### config.mk
export PLATFORM = sky130hd
export DESIGN_NAME = fb_draw_controller
export DESIGN_NICKNAME = d
export VERILOG_FILES = /design/src/rtl/fb_draw_controller.sv
export SDC_FILE = /design/constraint.sdc
export NUM_CORES = 1
export LEC_CHECK = 0
export CAP_MARGIN = 20
export CORE_MARGIN = 4
export CORE_UTILIZATION = 50
export DETAILED_ROUTE_END_ITERATION = 7
export MAX_ROUTING_LAYER = met4
export PLACE_DENSITY = 0.73
export SYNTH_ARGS = -nofsm -noshare
export SYNTH_HDL_FRONTEND = slang
export SYNTH_SLANG_ARGS = --single-unit
export TNS_END_PERCENT = 10
### constraint.sdc
create_clock -name PIXEL_CLOCK -period 2.65 [get_ports PIXEL_CLOCK]
set_clock_uncertainty 0.2 [all_clocks]
set_input_delay 0.265 -clock PIXEL_CLOCK [delete_from_list [all_inputs] [get_ports PIXEL_CLOCK]]
set_output_delay 0.265 -clock PIXEL_CLOCK [all_outputs]
set_load 0.005 [all_outputs]
### src/rtl/fb_draw_controller.sv
// Framebuffer draw sequencer: CPU-loaded registers launch PLOT/FILL pixel streams.
// Optional full-screen CLEAR command is built when FB_CLEAR_CMD_EN is defined.
module fb_draw_controller #(
  parameter int unsigned RES_W = 200,
  parameter int unsigned RES_H = 150
) (
  input  logic       PIXEL_CLOCK,
  input  logic       RESET_N,
  input  logic [2:0] REG_ADDR,
  input  logic [7:0] REG_WDATA,
  input  logic       REG_WE,
  output logic [7:0] REG_RDATA,
  output logic       BUSY,
  output logic [7:0] X_POS,
  output logic [7:0] Y_POS,
  output logic [2:0] COLOR,
  output logic       WRITE
);

  localparam logic [7:0] XMax = 8'(RES_W - 1);
  localparam logic [7:0] YMax = 8'(RES_H - 1);

  typedef enum logic [1:0] {StIdle, StPlot, StFill} state_e;

  state_e     state_q, state_d;
  logic [7:0] x0_q, y0_q, x1_q, y1_q, cmd_q;
  logic [2:0] color_q;
  logic       overrun_q;
  logic [7:0] xs_q, xe_q, ye_q, xs_d, xe_d, ye_d;
  logic [7:0] x_pos_q, y_pos_q, x_pos_d, y_pos_d;
  logic [2:0] color_out_q, color_out_d;
  logic       write_q, write_d, busy_q, busy_d;

  logic       reg_wr_cmd, cmd_accept, launch_plot, launch_fill, cmd_clear;
  logic       plot_valid, fill_nonempty, last_px;
  logic [7:0] sx, sy, ex, ey;

  assign reg_wr_cmd  = REG_WE && (REG_ADDR == 3'd5);
  assign cmd_accept  = reg_wr_cmd && (state_q == StIdle);
`ifdef FB_CLEAR_CMD_EN
  assign cmd_clear   = (REG_WDATA[1:0] == 2'd2);
`else
  assign cmd_clear   = 1'b0;
`endif
  assign launch_plot = cmd_accept && (REG_WDATA[1:0] == 2'd0);
  assign launch_fill = cmd_accept && ((REG_WDATA[1:0] == 2'd1) || cmd_clear);
  assign plot_valid  = (x0_q <= XMax) && (y0_q <= YMax);
  assign last_px     = (x_pos_q == xe_q) && (y_pos_q == ye_q);

  // Launch geometry: clipped to the framebuffer so counters never need to wrap.
  always_comb begin
    sx = x0_q;
    sy = y0_q;
    ex = (x1_q > XMax) ? XMax : x1_q;
    ey = (y1_q > YMax) ? YMax : y1_q;
    if (cmd_clear) begin
      sx = 8'd0;
      sy = 8'd0;
      ex = XMax;
      ey = YMax;
    end
    fill_nonempty = (sx <= ex) && (sy <= ey);
  end

  // Register file and sticky overrun flag
  always_ff @(posedge PIXEL_CLOCK or negedge RESET_N) begin
    if (!RESET_N) begin
      x0_q      <= 8'd0;
      y0_q      <= 8'd0;
      x1_q      <= 8'd0;
      y1_q      <= 8'd0;
      cmd_q     <= 8'd0;
      color_q   <= 3'd0;
      overrun_q <= 1'b0;
    end else if (REG_WE) begin
      case (REG_ADDR)
        3'd0: x0_q    <= REG_WDATA;
        3'd1: y0_q    <= REG_WDATA;
        3'd2: x1_q    <= REG_WDATA;
        3'd3: y1_q    <= REG_WDATA;
        3'd4: color_q <= REG_WDATA[2:0];
        3'd5: begin
          cmd_q <= REG_WDATA;
          if (state_q != StIdle) overrun_q <= 1'b1;
        end
        3'd6: overrun_q <= 1'b0;
        default: ;
      endcase
    end
  end

  always_comb begin
    case (REG_ADDR)
      3'd0:    REG_RDATA = x0_q;
      3'd1:    REG_RDATA = y0_q;
      3'd2:    REG_RDATA = x1_q;
      3'd3:    REG_RDATA = y1_q;
      3'd4:    REG_RDATA = {5'd0, color_q};
      3'd5:    REG_RDATA = cmd_q;
      3'd6:    REG_RDATA = {6'd0, overrun_q, busy_q};
      default: REG_RDATA = 8'd0;
    endcase
  end

  // FSM state register
  always_ff @(posedge PIXEL_CLOCK or negedge RESET_N) begin
    if (!RESET_N) state_q <= StIdle;
    else          state_q <= state_d;
  end

  // FSM next state; an empty FILL spends exactly one cycle in StFill.
  always_comb begin
    state_d = state_q;
    unique case (state_q)
      StIdle: begin
        if (launch_plot)      state_d = StPlot;
        else if (launch_fill) state_d = StFill;
      end
      StPlot:  state_d = StIdle;
      StFill:  if (!write_q || last_px) state_d = StIdle;
      default: state_d = StIdle;
    endcase
  end

  // FSM outputs: next values of the registered pixel stream and working rectangle
  always_comb begin
    write_d     = 1'b0;
    x_pos_d     = x_pos_q;
    y_pos_d     = y_pos_q;
    color_out_d = color_out_q;
    xs_d        = xs_q;
    xe_d        = xe_q;
    ye_d        = ye_q;
    unique case (state_q)
      StIdle: begin
        if (launch_plot && plot_valid) begin
          write_d     = 1'b1;
          x_pos_d     = x0_q;
          y_pos_d     = y0_q;
          color_out_d = color_q;
        end else if (launch_fill) begin
          xs_d = sx;
          xe_d = ex;
          ye_d = ey;
          if (fill_nonempty) begin
            write_d     = 1'b1;
            x_pos_d     = sx;
            y_pos_d     = sy;
            color_out_d = color_q;
          end
        end
      end
      StFill: begin
        if (write_q && !last_px) begin
          write_d = 1'b1;
          if (x_pos_q == xe_q) begin
            x_pos_d = xs_q;
            y_pos_d = y_pos_q + 8'd1;
          end else begin
            x_pos_d = x_pos_q + 8'd1;
          end
        end
      end
      default: ;
    endcase
    busy_d = (state_d != StIdle);
  end

  always_ff @(posedge PIXEL_CLOCK or negedge RESET_N) begin
    if (!RESET_N) begin
      write_q     <= 1'b0;
      busy_q      <= 1'b0;
      x_pos_q     <= 8'd0;
      y_pos_q     <= 8'd0;
      color_out_q <= 3'd0;
      xs_q        <= 8'd0;
      xe_q        <= 8'd0;
      ye_q        <= 8'd0;
    end else begin
      write_q     <= write_d;
      busy_q      <= busy_d;
      x_pos_q     <= x_pos_d;
      y_pos_q     <= y_pos_d;
      color_out_q <= color_out_d;
      xs_q        <= xs_d;
      xe_q        <= xe_d;
      ye_q        <= ye_d;
    end
  end

  assign WRITE = write_q;
  assign BUSY  = busy_q;
  assign X_POS = x_pos_q;
  assign Y_POS = y_pos_q;
  assign COLOR = color_out_q;

endmodule
==> qor.json, run 1 <==
{
  "synth.cell_area": {"value": 4950, "unit": "µm²"},
  "tightest_slew": {"value": 909, "unit": "ps"},
  "grt_use_total": {"value": 0.251},
  "synth-edff-count": {"value": 0},
  "floorplan_core_area": {"value": 9730, "unit": "µm²"},
  "drive_gt1_frac": {"value": 0.305},
  "numPlacedInstances": {"value": 684},
  "vias_after_detailed_routing": {"value": 4094},
  "synth_largest_type_area_fraction": {"value": 0.460},
  "ios": {"value": 43},
  "critical_path.cell_chain": {"value": "a21o_1 > a211oi_2 > nand2b_4 > nand2_4 > ha_4 > nor2b_4 > o211ai_1 > a21oi_1 > o22ai_2 > buf_4 > a21oi_4 > o21bai_4 > mux2_4"},
  "synth.ff_latch_count": {"value": 91},
  "syn-num-nets": {"value": 502},
  "grt_setup_unrepaired": {"value": "yes"},
  "die-area": {"value": 11600, "unit": "µm²"},
  "violations": {"value": "negative setup slack"},
  "finalSetupViolations": {"value": 19},
  "clock_pin_slew_on_the_worst_setup_and_hold_paths": {"value": 80, "unit": "ps"},
  "worst_setup_path_end_kind": {"value": "register"},
  "clock_insertion_delay_worst_skew": {"value": 360, "unit": "ps"},
  "grt_pass1_wl": {"value": 21.8, "unit": "mm"},
  "min_period_over_period": {"value": 1.13},
  "period_needed": {"value": 2990, "unit": "ps"},
  "synth.lib_cells_used.distinct": {"value": 54},
  "antenna_left": {"value": 0},
  "synth_cells": {"value": 470},
  "cts_sink_count": {"value": 91},
  "power.density": {"value": 834, "unit": "nW/µm²"},
  "final_design_area_no_fill": {"value": 6370, "unit": "µm²"},
  "layout_setup_ws": {"value": -342, "unit": "ps"},
  "path_max_fanout": {"value": 5},
  "fillers": {"value": 792},
  "peakVddDrop": {"value": 0.427, "unit": "mV"},
  "mean_instance_size_in_the_synthesized_netlist": {"value": 10.5, "unit": "µm²"},
  "hold_viol": {"value": 0},
  "crit_path_max_incr_delay": {"value": 390, "unit": "ps"},
  "grt-ovfl-total": {"value": 0},
  "final-instance-count-excl-fill": {"value": 703},
  "initial_core_util": {"value": 0.509},
  "detailed_place.area": {"value": 5940, "unit": "µm²"},
  "via_count_of_the_first_global_routing_pass": {"value": 4274},
  "routed_wire_length_per_instance": {"value": 19.0, "unit": "µm"},
  "port_buffers": {"value": 42},
  "ys_async_sr_fraction": {"value": 1.00},
  "critical_path_class": {"value": "reg -> reg"},
  "hp-class": {"value": "in -> reg"},
  "power.leakage": {"value": 2.95, "unit": "nW"},
  "cts.root.buffer_cell": {"value": "sky130_fd_sc_hd__clkbuf_8"},
  "critPathLaunchType": {"value": "register"},
  "outcome": {"value": "finished with violations"},
  "cts-root-to-sink-buffers": {"value": 2},
  "via_per_inst": {"value": 5.82},
  "synth_area_leader_cell": {"value": "sky130_fd_sc_hd__dfrtp_1"},
  "cts_made_buffers": {"value": 9},
  "hpwlAfterDp": {"value": 9.66, "unit": "mm"},
  "slew-limit-headroom": {"value": 0.394},
  "final_max_slew_viol_count": {"value": 0},
  "grt_max_degree": {"value": 57},
  "setup_total_negative_slack": {"value": -5240, "unit": "ps"},
  "drt_drc_violations_left": {"value": 0},
  "finish.net_count": {"value": 600},
  "placement.setup.worst_slack": {"value": -477, "unit": "ps"},
  "worst_ep_required_time": {"value": 2700, "unit": "ps"},
  "timing.critical_path.max_delay_family": {"value": "compound AO/OA/AOI/OAI gates"},
  "register_area_share_after_synthesis": {"value": 0.460},
  "data_arrival_time_of_the_critical_path": {"value": 3040, "unit": "ps"},
  "fmaxAchievable": {"value": 0.334, "unit": "GHz"},
  "synth.most_common_cell": {"value": "sky130_fd_sc_hd__dfrtp_1"},
  "critical_path.n_buffers_inverters": {"value": 1},
  "core_rows": {"value": 36},
  "yosysWarnings": {"value": 0},
  "cts-htree-levels": {"value": 3},
  "tritoncts": {"value": "yes"},
  "cpMaxStageDelayCell": {"value": "sky130_fd_sc_hd__dfrtp_1"},
  "drt_pre_antenna_iters": {"value": 4},
  "violation_count_after_the_first_detailed_routing_iteration": {"value": 239},
  "grt_antenna_before_repair": {"value": 0},
  "final_wirelength": {"value": 13.4, "unit": "mm"},
  "floorplan.die.height": {"value": 108, "unit": "µm"},
  "synth.area.top_cells": {"value": "sky130_fd_sc_hd__dfrtp_1 (46%), sky130_fd_sc_hd__mux2_2 (12%), sky130_fd_sc_hd__ha_1 (4.5%)"},
  "insertedDiodeCount": {"value": 0},
  "synth_common_cells": {"value": "sky130_fd_sc_hd__dfrtp_1 (91), sky130_fd_sc_hd__nand2_1 (60), sky130_fd_sc_hd__mux2_2 (55)"},
  "placer_congestion": {"value": 0.930},
  "die_width": {"value": 108, "unit": "µm"},
  "ys.flop_type": {"value": "sky130_fd_sc_hd__dfrtp_1"},
  "relative_area_change_from_synthesis_to_final_layout": {"value": 28.6, "unit": "%"},
  "maxCapViolations": {"value": 0}
}
-- flip-flops by register name (all words and copies together), names as in the netlist, 8 cells and up --
register  flops
xe_q          8
cmd_q         8
X_POS         8
sx            8
x1_q          8
Y_POS         8
y1_q          8
ye_q          8
sy            8
xs_q          8
-- placed cells by master, fill, tap and decap left out, types with 7 or more instances in the layout --
cell	synthesis	layout
sky130_fd_sc_hd__nand2_1	60	58
sky130_fd_sc_hd__dfrtp_1	91	91
sky130_fd_sc_hd__inv_1	7	7
sky130_fd_sc_hd__o21ai_0	42	41
sky130_fd_sc_hd__a21oi_1	17	17
sky130_fd_sc_hd__mux2_2	55	55
sky130_fd_sc_hd__mux2_4	1	9
sky130_fd_sc_hd__xor2_1	21	21
sky130_fd_sc_hd__clkdlybuf4s50_1	0	37
sky130_fd_sc_hd__a22oi_1	10	10
sky130_fd_sc_hd__clkbuf_8	0	10
sky130_fd_sc_hd__nor2_1	25	24
sky130_fd_sc_hd__ha_1	18	15
sky130_fd_sc_hd__nand3_1	9	9
sky130_fd_sc_hd__buf_4	0	61
-- per-layer routing --
layer | up-vias | track usage | part of all wire
li1 | 1907 | - | -
met1 | 2026 | 0.325 | 0.45
met2 | 124 | 0.397 | 0.48
met3 | 37 | 0.0312 | 0.043
met4 | 0 | 0.114 | 0.030
met5 | - | - | 0
-- tightest hold or removal path, stage by stage --
cell                             delay, ps
sky130_fd_sc_hd__dlymetal6s2s_1        160
sky130_fd_sc_hd__nand4b_4              110
sky130_fd_sc_hd__or4_4                 140
sky130_fd_sc_hd__nor2_4                 40
-- power by group --
| group | total, mW | switching (mW) | internal [mW] |
|---|---|---|---|
| Sequential | 2.12 | 0.378 | 1.74 |
| Clock | 1.01 | 0.466 | 0.540 |
| Combinational | 2.19 | 0.966 | 1.22 |
| Total | 5.31 | 1.81 | 3.50 |
-- area by class of cell --
cell class	instances	area [µm²]	share of cell area
Timing Repair Buffer	109	982	0.154
Multi-Input combinational cell	350	2720	0.426
Clock buffer	10	138	0.0216
Tap cell	133	166	0.0261
Clock inverter	3	65.1	0.0102
Sequential cell	91	2280	0.357
Inverter	7	26.3	0.00412
-- timing repair --
action                                  4_1_cts  5_1_grt
setup buffers                                 4        1
gates resized for setup                      23       13
pin swaps                                     8        0
endpoints found under the setup margin       23       27
hold endpoints to repair                     35        0
hold buffers                                  1        0
-- kinds of logic after synthesis --
kind of cell               share of synthesized area
AOI/OAI and AO/OA                              0.136
xor gates and xnor gates                      0.0389
adders and majority gates                     0.0455
buffers and inverters                         0.0253
DFF                                            0.460
muxes                                          0.161
and+or+nand+nor                                0.134
-- worst paths after layout --
check	startpoint	to	slack [ps]	cells past startpoint
worst max-delay path	y1_q[1]$_DFFE_PN0P_	Y_POS[1]$_DFFE_PN0P_	-340	13
worst min-delay path	REG_ADDR[0]	state_q[0]$_DFF_PN0_	180	4
worst max register to register	y1_q[1]$_DFFE_PN0P_	Y_POS[1]$_DFFE_PN0P_	-340	13
worst min register to register	xs_q[0]$_DFFE_PN0P_	xs_q[0]$_DFFE_PN0P_	290	2
max in group asynchronous	RESET_N	cmd_q[7]$_DFFE_PN0P_	1380	3
min in group asynchronous	RESET_N	Y_POS[2]$_DFFE_PN0P_	210	2
-- through the flow --
stage | utilization | hold WS (ps) | power [mW]
6_report | 0.655 | 185 | 5.31
5_1_grt | 0.655 | 191 | 5.65
4_1_cts | 0.648 | 209 | 5.25
3_5_place_dp | 0.611 | 56.4 | 4.07
3_3_place_gp | 0.611 | 57.6 | 4.00
2_1_floorplan | - | -231 | 3.07
No activity file was read; power rests on OpenSTA's default activity.
==> inputs of run 2 (changes only) <==
--- a/config.mk
+++ b/config.mk
@@ -11,6 +11,7 @@
 export DETAILED_ROUTE_END_ITERATION = 7
 export MAX_ROUTING_LAYER = met4
 export PLACE_DENSITY = 0.73
+export SKIP_LAST_GASP = 1
 export SYNTH_ARGS = -nofsm -noshare
 export SYNTH_HDL_FRONTEND = slang
 export SYNTH_SLANG_ARGS = --single-unit
==> qor.json, run 2 (same netlist as run 1, synthesis figures left out) <==
{
  "hp-class": {"value": "in -> async"},
  "critical_path_class": {"value": "reg -> reg"},
  "most-common-layout-cells": {"value": "sky130_fd_sc_hd__dfrtp_1 (91), sky130_fd_sc_hd__buf_4 (63), sky130_fd_sc_hd__nand2_1 (58)"},
  "finish.net_count": {"value": 600, "change": "unchanged"},
  "multi_input_area": {"value": 2660, "unit": "µm²", "change": "-2.0%"},
  "final-seq-area": {"value": 2280, "unit": "µm²", "change": "unchanged"},
  "violations": {"value": "negative setup slack"},
  "clock_insertion_delay_worst_skew": {"value": 360, "unit": "ps", "change": "about the same"},
  "grt_antenna_before_repair": {"value": 0, "change": "unchanged"},
  "outcome": {"value": "finished with violations"},
  "fmaxAchievable": {"value": 0.335, "unit": "GHz", "change": "+0.16%"},
  "setup_total_negative_slack": {"value": -5190, "unit": "ps", "change": "+46.2 ps"},
  "finalSetupViolations": {"value": 23, "change": "+4"},
  "finalCoreUtilization": {"value": 0.647, "change": "-0.00733"},
  "period_needed": {"value": 2990, "unit": "ps", "change": "-4.68 ps"},
  "min_period_over_period": {"value": 1.13, "change": "-0.00176"},
  "via_per_inst": {"value": 5.85, "change": "+0.49%"},
  "die_width": {"value": 108, "unit": "µm", "change": "unchanged"},
  "grt_use_total": {"value": 0.248, "change": "-0.00330"},
  "timing.critical_path.max_delay_family": {"value": "compound AO/OA/AOI/OAI gates"},
  "drt_drc_violations_left": {"value": 0, "change": "unchanged"},
  "insertedDiodeCount": {"value": 0, "change": "unchanged"},
  "initial_core_util": {"value": 0.509, "change": "unchanged"},
  "critical_path.n_buffers_inverters": {"value": 1, "change": "unchanged"},
  "cts-root-to-sink-buffers": {"value": 2, "change": "unchanged"},
  "final-instance-count-excl-fill": {"value": 703, "change": "unchanged"},
  "layout_commonest_cell": {"value": "sky130_fd_sc_hd__dfrtp_1"},
  "clock_pin_slew_on_the_worst_setup_and_hold_paths": {"value": 80, "unit": "ps", "change": "about the same"},
  "routed_wire_length_per_instance": {"value": 18.8, "unit": "µm", "change": "-1.1%"},
  "floorplan.die.height": {"value": 108, "unit": "µm", "change": "unchanged"},
  "hpwlAfterDp": {"value": 9.66, "unit": "mm", "change": "unchanged"},
  "grt_max_degree": {"value": 57, "change": "unchanged"},
  "grt-ovfl-total": {"value": 0, "change": "unchanged"},
  "vias_after_detailed_routing": {"value": 4114, "change": "+0.49%"},
  "critPathLaunchType": {"value": "register"},
  "relative_area_change_from_synthesis_to_final_layout": {"value": 27.1, "unit": "%"},
  "worst_ep_required_time": {"value": 2700, "unit": "ps", "change": "about the same"},
  "critical_path.cell_chain": {"value": "a21o_1 > a211oi_2 > nand2b_4 > nand2_4 > ha_4 > nor2b_4 > o211ai_1 > a21oi_1 > o22ai_2 > buf_4 > a21oi_4 > o21bai_4 > mux2_4"},
  "grt_setup_unrepaired": {"value": "yes"},
  "cts-htree-levels": {"value": 3, "change": "unchanged"},
  "data_arrival_time_of_the_critical_path": {"value": 3040, "unit": "ps", "change": "about the same"},
  "maxCapViolations": {"value": 0, "change": "unchanged"},
  "fillers": {"value": 800, "change": "+1.0%"},
  "cpMaxStageDelayCell": {"value": "sky130_fd_sc_hd__dfrtp_1"},
  "die-area": {"value": 11600, "unit": "µm²", "change": "unchanged"},
  "drive_gt1_frac": {"value": 0.284, "change": "-0.0211"},
  "port_buffers": {"value": 42, "change": "unchanged"},
  "grt_pass1_wl": {"value": 21.6, "unit": "mm", "change": "-1.2%"},
  "crit_path_max_incr_delay": {"value": 390, "unit": "ps", "change": "about the same"},
  "power.density": {"value": 833, "unit": "nW/µm²", "change": "about the same"},
  "violation_count_after_the_first_detailed_routing_iteration": {"value": 229, "change": "-4.2%"},
  "cts_made_buffers": {"value": 9, "change": "unchanged"},
  "cts.root.buffer_cell": {"value": "sky130_fd_sc_hd__clkbuf_8"},
  "tritoncts": {"value": "yes"},
  "fin_hold_ws": {"value": 212, "unit": "ps", "change": "+27.4 ps"},
  "rrSetupSlack": {"value": -340, "unit": "ps", "change": "about the same"},
  "via_count_of_the_first_global_routing_pass": {"value": 4225, "change": "-1.1%"},
  "ios": {"value": 43, "change": "unchanged"},
  "antenna_left": {"value": 0, "change": "unchanged"},
  "drt_pre_antenna_iters": {"value": 5, "change": "+1"},
  "placer_congestion": {"value": 0.930, "change": "unchanged"},
  "hold_viol": {"value": 0, "change": "unchanged"},
  "final_wirelength": {"value": 13.2, "unit": "mm", "change": "-1.1%"},
  "slew-limit-headroom": {"value": 0.390, "change": "-0.00368"},
  "tightest_slew": {"value": 914, "unit": "ps", "change": "+5.53 ps"},
  "peakVddDrop": {"value": 0.427, "unit": "mV", "change": "about the same"},
  "path_max_fanout": {"value": 5, "change": "unchanged"},
  "cts_sink_count": {"value": 91, "change": "unchanged"},
  "core_rows": {"value": 36, "change": "unchanged"},
  "worst_setup_path_end_kind": {"value": "register"},
  "final_max_slew_viol_count": {"value": 0, "change": "unchanged"},
  "layout_setup_ws": {"value": -337, "unit": "ps", "change": "+4.68 ps"},
  "numPlacedInstances": {"value": 684, "change": "unchanged"},
  "floorplan_core_area": {"value": 9730, "unit": "µm²", "change": "unchanged"},
  "power.leakage": {"value": 2.89, "unit": "nW", "change": "-2.3%"}
}
run 2: changes by cell type in the layout (fill, tap and decap cells not counted), sizes merged:
cell	previous run	this run
dlymetal6s2s	4	0
clkdlybuf4s50	37	41
run 2: what timing repair did:
| action | 4_1_cts | 5_1_grt |
|---|---|---|
| resized for setup | 11 | 7 |
| hold buffers | 1 | 0 |
| pin swaps | 5 | 3 |
| setup buffers | 4 | 1 |
| endpoints found under the setup margin | 23 | 28 |
| endpoints found under the hold margin | 35 | 0 |
run 2: power breakdown:
group          internal (mW)  leakage, nW  switching [mW]
Clock                  0.540        0.104           0.468
Sequential              1.74         1.15           0.377
Combinational           1.18         1.64           0.943
Total                   3.46         2.89            1.79
run 2: final timing paths:
| kind | startpoint | endpoint | depth (start not counted) |
|---|---|---|---|
| min in group PIXEL_CLOCK | xs_q[0]$_DFFE_PN0P_ | xs_q[0]$_DFFE_PN0P_ | 2 |
| max in group asynchronous | RESET_N | cmd_q[7]$_DFFE_PN0P_ | 3 |
| hold / removal | RESET_N | Y_POS[2]$_DFFE_PN0P_ | 2 |
| setup / recovery | y1_q[1]$_DFFE_PN0P_ | Y_POS[1]$_DFFE_PN0P_ | 13 |
| setup reg to reg | y1_q[1]$_DFFE_PN0P_ | Y_POS[1]$_DFFE_PN0P_ | 13 |
| hold reg to reg | xs_q[0]$_DFFE_PN0P_ | xs_q[0]$_DFFE_PN0P_ | 2 |
run 2: metrics by stage:
step                      area [µm²]  setup slack [ps]  power (mW)
final                           6300              -337        5.25
after global routing            6300              -483        5.59
after CTS                       6250              -263        5.18
after detailed placement        5940              -477        4.07
after global placement          5940              -350        4.00
after floorplan                 4960              -261        3.07
run 2: worst register-to-register path: cells and delay by family, from the launching register on:
family                   cells  cell delay [ps]
AO/OA/AOI/OAI                7             1170
buffers and inverters        1              160
flip-flops                   1              390
multiplexers                 1              310
adder cells (fa/ha/maj)      1              260
AND/OR/NAND/NOR              3              390
run 2: layout make-up:
class / instances / share of cell area
inverters: 7 / 0.00417
clock inverters: 3 / 0.0103
clock buffers: 10 / 0.0219
repair buffers: 109 / 0.153
well taps: 133 / 0.0264
flip-flops and latches: 91 / 0.362
multi-input cells: 350 / 0.423
run 2: layer usage:
metal,part of all wire,vias up,track usage
li1,-,1907,-
met5,0,-,-
met3,0.043,31,0.0282
met4,0.030,0,0.115
met1,0.44,2051,0.326
met2,0.48,125,0.387
